[src/rtl/fifo_rd_stream_if.sv]
// Valid/ready stream carrying words drained from the async FIFO read side.
// master drives the words and slave applies backpressure.
interface fifo_rd_stream_if #(
    parameter int dw = 16
) ();
    logic          m_valid;
    logic          m_ready;
    logic [dw-1:0] m_data;

    modport master (output m_valid, output m_data, input m_ready);
    modport slave  (input m_valid, input m_data, output m_ready);
endinterface

[src/rtl/fifo_rd_stream.sv]
// FIFO read-side drain stage: pops rinc/rempty/rdata into a small circular buffer and presents a
// registered valid/ready stream. FIFO_RD_STREAM_CNT_EN adds the m_cnt delivered-word counter.
module fifo_rd_stream #(
    parameter int dw        = 16,
    parameter int rd_lat    = 1,
    parameter int buf_depth = 3
) (
    input  logic          clk,
    input  logic          rst_n,
    input  logic          rempty,
    input  logic [dw-1:0] rdata,
    output logic          rinc,
    fifo_rd_stream_if.master m
`ifdef FIFO_RD_STREAM_CNT_EN
    ,
    output logic [31:0]   m_cnt
`endif
);

    localparam int pw  = (buf_depth > 1) ? $clog2(buf_depth) : 1;
    localparam int cw  = $clog2(buf_depth + 1);
    localparam int cw1 = cw + 1;

    logic [dw-1:0] mem_q [buf_depth];
    logic [pw-1:0] wr_ptr_q;
    logic [pw-1:0] rd_ptr_q;
    logic [pw-1:0] rd_ptr_nxt;
    logic [cw-1:0] occ_q;
    logic [cw-1:0] occ_d;
    logic          valid_q;
    logic [dw-1:0] data_q;
    logic [dw-1:0] data_d;
    logic          lat_vld_q;
    logic          cap;
    logic          pop;

    // Depth need not be a power of two, so wrap explicitly.
    function automatic logic [pw-1:0] ptr_inc(input logic [pw-1:0] p);
        return (p == pw'(buf_depth - 1)) ? '0 : p + pw'(1);
    endfunction

    if (rd_lat == 1) begin : g_lat1
        always_ff @(posedge clk or negedge rst_n) begin
            if (!rst_n) begin
                lat_vld_q <= 1'b0;
            end else begin
                lat_vld_q <= rinc;
            end
        end
        assign cap = lat_vld_q;
    end else begin : g_lat0
        assign lat_vld_q = 1'b0;
        assign cap       = rinc;
    end

    // In-flight reads reserve a slot, so the buffer can never overflow.
    assign rinc = !rempty &&
                  (({1'b0, occ_q} + {{cw{1'b0}}, lat_vld_q}) < cw1'(buf_depth));

    assign pop        = valid_q && m.m_ready;
    assign rd_ptr_nxt = ptr_inc(rd_ptr_q);

    always_comb begin
        occ_d = occ_q;
        if (cap && !pop) begin
            occ_d = occ_q + cw'(1);
        end else if (!cap && pop) begin
            occ_d = occ_q - cw'(1);
        end
    end

    // The head register follows the next entry on pop; with one entry left
    // the next entry is whatever is being captured on this edge.
    always_comb begin
        data_d = data_q;
        if (pop) begin
            if (occ_q == cw'(1)) begin
                if (cap) begin
                    data_d = rdata;
                end
            end else begin
                data_d = mem_q[rd_ptr_nxt];
            end
        end else if (cap && (occ_q == '0)) begin
            data_d = rdata;
        end
    end

    always_ff @(posedge clk or negedge rst_n) begin
        if (!rst_n) begin
            wr_ptr_q <= '0;
            rd_ptr_q <= '0;
            occ_q    <= '0;
            valid_q  <= 1'b0;
            data_q   <= '0;
        end else begin
            if (cap) begin
                wr_ptr_q <= ptr_inc(wr_ptr_q);
            end
            if (pop) begin
                rd_ptr_q <= rd_ptr_nxt;
            end
            occ_q   <= occ_d;
            valid_q <= (occ_d != '0);
            data_q  <= data_d;
        end
    end

    always_ff @(posedge clk) begin
        if (cap) begin
            mem_q[wr_ptr_q] <= rdata;
        end
    end

    assign m.m_valid = valid_q;
    assign m.m_data  = data_q;

`ifdef FIFO_RD_STREAM_CNT_EN
    logic [31:0] cnt_q;

    always_ff @(posedge clk or negedge rst_n) begin
        if (!rst_n) begin
            cnt_q <= '0;
        end else if (pop) begin
            cnt_q <= cnt_q + 32'd1;
        end
    end

    assign m_cnt = cnt_q;
`endif

    occ_bound: assert property (@(posedge clk) disable iff (!rst_n) occ_q <= cw'(buf_depth));

endmodule

[src/flat_wrapper.sv]
// flat-port wrapper written by rule: the top's interface ports become plain ports
module fifo_rd_stream_flat 
#(
    parameter int dw        = 16,
    parameter int rd_lat    = 1,
    parameter int buf_depth = 3
)
  (clk, rst_n, rempty, rdata, rinc, m_m_valid, m_m_data, m_m_ready);
  fifo_rd_stream_if #(.dw(dw)) m_i ();
  input  logic clk;
  input  logic rst_n;
  input  logic rempty;
  input  logic [dw-1:0] rdata;
  output logic rinc;
  output wire logic [$bits(m_i.m_valid)-1:0] m_m_valid;
  output wire logic [$bits(m_i.m_data)-1:0] m_m_data;
  input wire logic [$bits(m_i.m_ready)-1:0] m_m_ready;
  assign m_m_valid = m_i.m_valid;
  assign m_m_data = m_i.m_data;
  assign m_i.m_ready = m_m_ready;
  fifo_rd_stream #(.dw(dw), .rd_lat(rd_lat), .buf_depth(buf_depth)) u_core (.clk(clk), .rst_n(rst_n), .rempty(rempty), .rdata(rdata), .rinc(rinc), .m(m_i));
endmodule
[config.mk]
export PLATFORM = sky130hd
export DESIGN_NAME = fifo_rd_stream_flat
export DESIGN_NICKNAME = d
export VERILOG_FILES = /design/src/rtl/fifo_rd_stream_if.sv /design/src/rtl/fifo_rd_stream.sv /design/src/flat_wrapper.sv
export SDC_FILE = /design/constraint.sdc
export NUM_CORES = 1
export LEC_CHECK = 0
export ABC_AREA = 1
export CORE_UTILIZATION = 40
export CTS_BUF_LIST = sky130_fd_sc_hd__clkbuf_4 sky130_fd_sc_hd__clkbuf_8
export CTS_CLUSTER_SIZE = 25
export DETAILED_ROUTE_END_ITERATION = 8
export PLACE_DENSITY_LB_ADDON = 0.05
export SETUP_SLACK_MARGIN = 0.02
export SLEW_MARGIN = 20
export SYNTH_ARGS = -nofsm -noshare
export SYNTH_HDL_FRONTEND = slang
export SYNTH_SLANG_ARGS = --single-unit
[constraint.sdc]
create_clock -name clk -period 4.9 [get_ports clk]
set_input_delay 0.98 -clock clk [delete_from_list [all_inputs] [get_ports clk]]
set_output_delay 0.98 -clock clk [all_outputs]
set_load 0.005 [all_outputs]
==> impl_metrics.py <==
metrics = {
    "timing": {
        "final-setup-viol-count": 0,
        "clock_skew_ns": 0.00712,
        "rsz0062_at_grt": "false",
        "final.min_clock_period_ns": 3.13,
        "hold_viol_final": 0,
        "timing.fmax_ghz": 0.319,
        "fin_ws_ns": 1.77,
        "period_share_pct": 63.9,
        "slew_headroom_pct": 36.3,
        "worst_slew_pin_slew_ns": 0.953,
        "maxSlewViolCount": 0,
        "tns_ns": 0,
    },
    "global_routing": {
        "grt-ovfl-total": 0,
        "grt_max_degree": 33,
        "grt_pass1_wl_um": 10300,
        "track_usage_pct": 16.7,
        "antenna_found_initial": 0,
        "grt_pass1_vias": 2082,
    },
    "worst_setup_path": {
        "reg2reg_slack_ns": 3.14,
        "cp-endpoint": "rinc",
        "cp_cell_sequence": "clkdlybuf4s50_1 -> a211o_1 -> inv_1 -> clkdlybuf4s50_1",
        "cp_common_cell": "clkdlybuf4s50_1",
        "path_depth": 4,
        "critPathCaptureType": "output port",
        "arrival_ns": 2.15,
        "worstReg2RegStart": "u_core.occ_q[1]$_DFF_PN0_",
        "crit_start": "rempty",
        "rr_worst_depth": 7,
        "cp_num_buf_inv": 3,
        "slowest_stage": "clkdlybuf4s50_1",
        "crit_family": "buffers and inverters",
        "worstPathRequired_ns": 3.92,
        "r2r-end": "u_core.m.m_data[3]$_DFFE_PN0P_",
        "path_class": "input port to output port",
        "cpPeakStageDelay_ns": 0.49,
        "cp-start-kind": "input port",
        "cp_max_fo": 2,
    },
    "die": {
        "die_w_um": 91.1,
        "rows": 32,
        "start_util_pct": 41.3,
        "io_pins": 38,
        "die_area_um2": 8290,
        "core_area_um2": 7690,
        "die_h_um": 91.1,
    },
    "cells_and_area": {
        "syn2layout_area_growth_pct": 19.5,
        "final_nets": 367,
        "postLayoutCellArea_um2": 3790,
        "diodes": 0,
        "layout-drive-gt1-share_pct": 8.33,
        "stdcell_count": 450,
    },
    "power": {
        "p_leak_nw": 1.57,
        "comb_power_share_pct": 34.9,
        "power.share.sequential_pct": 43.5,
        "pwr-share-clk_pct": 21.6,
        "p_per_area_nw_per_um2": 595,
        "peakVddDrop_mv": 0.318,
        "swShare_pct": 35.6,
        "totalPowerFinal_mw": 2.26,
        "p_sw_mw": 0.805,
        "intPower_mw": 1.45,
    },
    "clock_tree": {
        "clk_pin_slew_worst_paths_ns": 0.08,
        "hold_buffers": 0,
        "root_buffer": "clkbuf_8",
        "cts-buffers-inserted": 9,
        "cts_max_path_buffers": 2,
        "clock_sinks": 72,
        "post-cts-setup-buffer-count": 0,
        "cts_max_level": 3,
        "post_cts_resized": 0,
        "clock_latency_ns": 0.34,
        "cts_tree": "done",
    },
    "placed_design": {
        "port_buffers": 37,
        "dp_hpwl_um": 3540,
        "gp_congestion": 0.705,
        "dpl_cell_area_um2": 3590,
        "post-place-ws_ns": 1.76,
        "placed_cells": 434,
    },
    "routing": {
        "routed_via_density": 4.66,
        "wirelength_um": 6230,
        "wl_per_cell_um": 13.8,
        "antenna_left": 0,
        "drt-initial-drc-count": 77,
        "drc_errors": 0,
        "vias": 2097,
        "drt_first_pass_iters": 4,
    },
    "yosys": {
        "yosysTopAreaCell": "edfxtp_1",
        "seq_area_frac_synth_pct": 64.4,
        "synthArstFlopShare_pct": 33.3,
        "synth_most_common_cell": "nand2_1",
        "ys_seq_elements": 72,
        "synth.top_cell.area_share_pct": 45.4,
        "synth_nets": 329,
        "synth_area_per_cell_um2": 10.4,
        "synthDistinctLibCells": 23,
        "synth-edff-count": 48,
        "synth_area_leaders": "edfxtp_1 45%, dfrtp_1 19%, nand2_1 13%, nor2_1 4.0%, a21boi_0 3.3%",
        "synth_commonest_cells": "106 x nand2_1, 48 x edfxtp_1, 34 x nor2_1",
        "synth_area_um2": 3170,
        "synth_cells": 305,
        "ys_warn_count": 0,
        "synth_flop_cell": "edfxtp_1",
    },
    "run_status": {
        "status": "completed",
    },
    "run": {
        "drv_cap": 0,
    },
    "hold_path": {
        "hold_class": "flop to flop",
    },
}
## routing by layer
layer  vias up  routed length, µm  GRT usage (%)
met4         0                103           8.33
met5         -                  0              0
met1      1000               3120           21.8
met3         9                172           3.10
li1       1058                  -              -
met2        30               2830           26.6
## logic make-up after synthesis
logic type                 share of synthesized area (%)
AOI/OAI and AO/OA                                   4.61
adders and majority gates                           1.58
buffers and inverters                               6.94
DFF                                                 64.4
and+or+nand+nor                                     22.5
## registers in the layout (all words and copies together), names as in the netlist
| register | cells |
|---|---|
| u_core.wr_ptr_q | 2 |
| u_core.occ_q | 2 |
| u_core.m.m_valid | 1 |
| u_core.cap | 1 |
| u_core.m.m_data | 16 |
| u_core.rd_ptr_q | 2 |
| u_core.mem_q | 48 |
## how the worst min path moves through the flow
stage                                                from                               to  cells after the start
after CTS                 u_core.m.m_data[13]$_DFFE_PN0P_  u_core.m.m_data[13]$_DFFE_PN0P_                      2
final                      u_core.m.m_data[2]$_DFFE_PN0P_   u_core.m.m_data[2]$_DFFE_PN0P_                      2
after detailed placement  u_core.m.m_data[10]$_DFFE_PN0P_  u_core.m.m_data[10]$_DFFE_PN0P_                      2
after global routing      u_core.m.m_data[13]$_DFFE_PN0P_  u_core.m.m_data[13]$_DFFE_PN0P_                      2
after global placement    u_core.m.m_data[13]$_DFFE_PN0P_  u_core.m.m_data[13]$_DFFE_PN0P_                      2
after floorplan            u_core.m.m_data[0]$_DFFE_PN0P_   u_core.m.m_data[0]$_DFFE_PN0P_                      2
## stage by stage
| stage | hold slack (ns) | utilization (%) |
|---|---|---|
| floorplan | 0.472 | - |
| global placement | 0.462 | 46.6 |
| detailed placement | 0.464 | 46.6 |
| CTS | 0.486 | 49.3 |
| global route | 0.499 | 49.3 |
| finish | 0.482 | 49.3 |
## placed cells by master (no fill, tap or decap), drive strengths merged, types with 4 or more instances in the layout
cell type      Yosys  routed
a21boi            16      16
clkbuf             0      13
clkdlybuf4s50      0      37
clkinv            14      16
dfrtp             24      24
edfxtp            48      48
ha                 4       4
inv               13      13
nand2            110     110
nand3             21      21
nor2              36      36
## worst reg2reg max path, delay by kind of cell (launching register included)
family	cells	cell delay, ns
DFF	1	0.39
adders and majority gates	1	0.30
buffers and inverters	1	0.11
and+or+nand+nor	5	0.86
## power by group through the flow
| stage | logic, mW | clock network (mW) | registers (mW) |
|---|---|---|---|
| global route | 0.908 | 0.527 | 1.01 |
| finish | 0.787 | 0.488 | 0.982 |
| detailed placement | 0.803 | 0 | 0.998 |
| CTS | 0.809 | 0.501 | 0.986 |
| floorplan | 0.590 | 0 | 0.934 |
| global placement | 0.797 | 0 | 0.992 |
## cell type report
cell class	instances	area, µm²
fill	729	3890
sequential	72	2040
multi-input combinational	194	927
timing repair buffer	39	385
clock buffer	13	166
tap	102	128
inverter	27	104
clock inverter	3	40.0
No activity file was read; power rests on OpenSTA's default activity.
==> edit (same settings) <==
`dw` is set to 16 in 3 places; all go to 24.
--- a/src/rtl/fifo_rd_stream_if.sv
+++ b/src/rtl/fifo_rd_stream_if.sv
@@ -1,7 +1,7 @@
 // Valid/ready stream carrying words drained from the async FIFO read side.
 // master drives the words and slave applies backpressure.
 interface fifo_rd_stream_if #(
-    parameter int dw = 16
+    parameter int dw = 24
 ) ();
     logic          m_valid;
     logic          m_ready;
--- a/src/rtl/fifo_rd_stream.sv
+++ b/src/rtl/fifo_rd_stream.sv
@@ -1,7 +1,7 @@
 // FIFO read-side drain stage: pops rinc/rempty/rdata into a small circular buffer and presents a
 // registered valid/ready stream. FIFO_RD_STREAM_CNT_EN adds the m_cnt delivered-word counter.
 module fifo_rd_stream #(
-    parameter int dw        = 16,
+    parameter int dw        = 24,
     parameter int rd_lat    = 1,
     parameter int buf_depth = 3
 ) (
--- a/src/flat_wrapper.sv
+++ b/src/flat_wrapper.sv
@@ -1,7 +1,7 @@
 // flat-port wrapper written by rule: the top's interface ports become plain ports
 module fifo_rd_stream_flat 
 #(
-    parameter int dw        = 16,
+    parameter int dw        = 24,
     parameter int rd_lat    = 1,
     parameter int buf_depth = 3
 )
Ports: changed (resized m_m_data and rdata); port bits go from 38 to 54. The function was not compared with the original's and may differ.
==> edit against the original RTL <==
Worst setup slack worse by 54 ps; final cell count grew 39%; cell area up 40%; critical path depth up 1; sequential cell count grew 32; area after synthesis increased by 41%; routed wire length up 47%; power increased by 38%; synthesized cell count grew 42%; largest cell class unchanged; highest routed layer unchanged.
==> edit: results (changes against the original RTL) <==
Logic synthesis
  • Post-synthesis async set-or-reset flop share: 30.8% (was 33.3%)
  • Commonest cells in the synthesized netlist: nand2_1, edfxtp_1, nor2_1, dfrtp_1, nand3_1 (unchanged)
  • Yosys cell types: 21 (was 23)
  • Sequential area share after synthesis: 66.4% (was 64.4%)
  • Number of synthesized flops with an enable pin: 72 (was 48)

CTS
  • Worst-path clk slew: 110 ps (was 80 ps)
  • Clk_lat worst skew: 360 ps (was 340 ps)

Place
  • Hpwl dp: 5180 um (was 3540 um)
  • Port bufs: 53 (was 37)
  • GP Congestion: 0.724 (was 0.705)

Cells and area
  • Max reg flops: 72 (was 48)
  • Share of cells above drive strength 1: 6.16% (was 8.33%)
  • Fin nets: 514 (was 367)

Routing
  • 1st-iter DRT viols: 133 (was 77)
  • Total Wirelength: 9140 um (was 6230 um)
  • Vias per cell: 4.72 (was 4.66)

Pwr
  • Leakage: 2.22 nW (was 1.57 nW)
  • VDD IR-drop max: 0.468 mV (was 0.318 mV)
  • Sw power: 0.00113 W (was 0.000805 W)

STA
  • Layout Skew: 13.2 ps (was 7.12 ps)
  • Worst Max-Slew Pin Slew: 1120 ps (was 953 ps)

Status
  • Status: complete, no violations (unchanged)

Critical path
  • Worst-path fanout max: 7 (was 2)
  • Crit path DAT: 2210 ps (was 2150 ps)
  • Slowest CP cell: dfrtp_1 (was clkdlybuf4s50_1)

Global routing
  • First-pass GRT wire length: 14,800 um (was 10,300 um)
  • All-layer global routing usage: 17.2% (was 16.7%)
  • Largest net degree at the start of global routing: 49 (was 33)
[edit: cell count changes after synthesis, moves of 2 or more]
cell / change
buf_2: +11
edfxtp_1: +24
clkinv_1: -5
buf_6: -2
a21boi_1: +6
nor2_1: +16
dfrtp_1: +8
nand3_1: +8
nand2_1: +51
a21boi_0: +2
nand2_2: -2
inv_1: +13
[edit: kinds of logic (layout without fill, tap and decap cells)]
logic type / count (synthesis) / count (layout) / synth area share (%)
adder cells (fa/ha/maj): 4 / 4 / 1.12
flip-flops: 104 / 104 / 66.4
AO/OA/AOI/OAI: 28 / 28 / 4.63
buffers and inverters: 55 / 109 / 6.12
AND/OR/NAND/NOR: 242 / 242 / 21.7
[edit: cell type report]
type / count / area [um2]
Timing Repair Buffer: 58 / 563
Clock buffer: 9 / 124
Clock inverter: 7 / 105
Fill cell: 1028 / 5540
Tap cell: 140 / 175
Multi-Input combinational cell: 274 / 1240
Sequential cell: 104 / 2960
Inverter: 35 / 131
[edit: worst paths after layout]
check                               startpoint  cells after the start  slack [ps]             endpoint
min reg2reg                u_core.m.m_data[13]                      2         490  u_core.m.m_data[13]
max in group asynchronous                rst_n                      1        3650   u_core.wr_ptr_q[1]
min                        u_core.m.m_data[13]                      2         490  u_core.m.m_data[13]
min in group asynchronous                rst_n                      1         710  u_core.m.m_data[13]
max                                 u_core.cap                      5        1710                 rinc
max reg2reg                         u_core.cap                      3        2760  u_core.mem_q[2][23]
[edit: power groups by stage]
stage | clock network, W | logic, W | registers, W
finish | 0.000599 | 0.00114 | 0.00138
CTS | 0.000619 | 0.00116 | 0.00138
global route | 0.000650 | 0.00130 | 0.00141
detailed placement | 0 | 0.00115 | 0.00140
floorplan | 0 | 0.000766 | 0.00134
global placement | 0 | 0.00114 | 0.00139
[edit: metal layers]
metal | global-route usage (%) | part of all wire (%) | vias to the layer above
met2 | 27.1 | 47 | 58
met3 | 3.21 | 3.4 | 12
met1 | 23.5 | 48 | 1398
met5 | 0 | 0 | -
met4 | 6.56 | 1.4 | 0
li1 | - | - | 1493
[edit: worst register-to-register path, stage by stage (launching register included)]
cell	delay [ps]
dfrtp_1	510
inv_2	130
nor3_2	780
buf_4	390
[edit: per-stage QoR]
step | cell area [um2] | cells | worst slack (ps)
3_5_place_dp | 5070 | 611 | 1760
4_1_cts | 5300 | 627 | 1700
5_1_grt | 5300 | 627 | 1610
2_1_floorplan | 4460 | 433 | 2240
3_3_place_gp | 5070 | 611 | 1770
6_report | 5300 | 627 | 1710
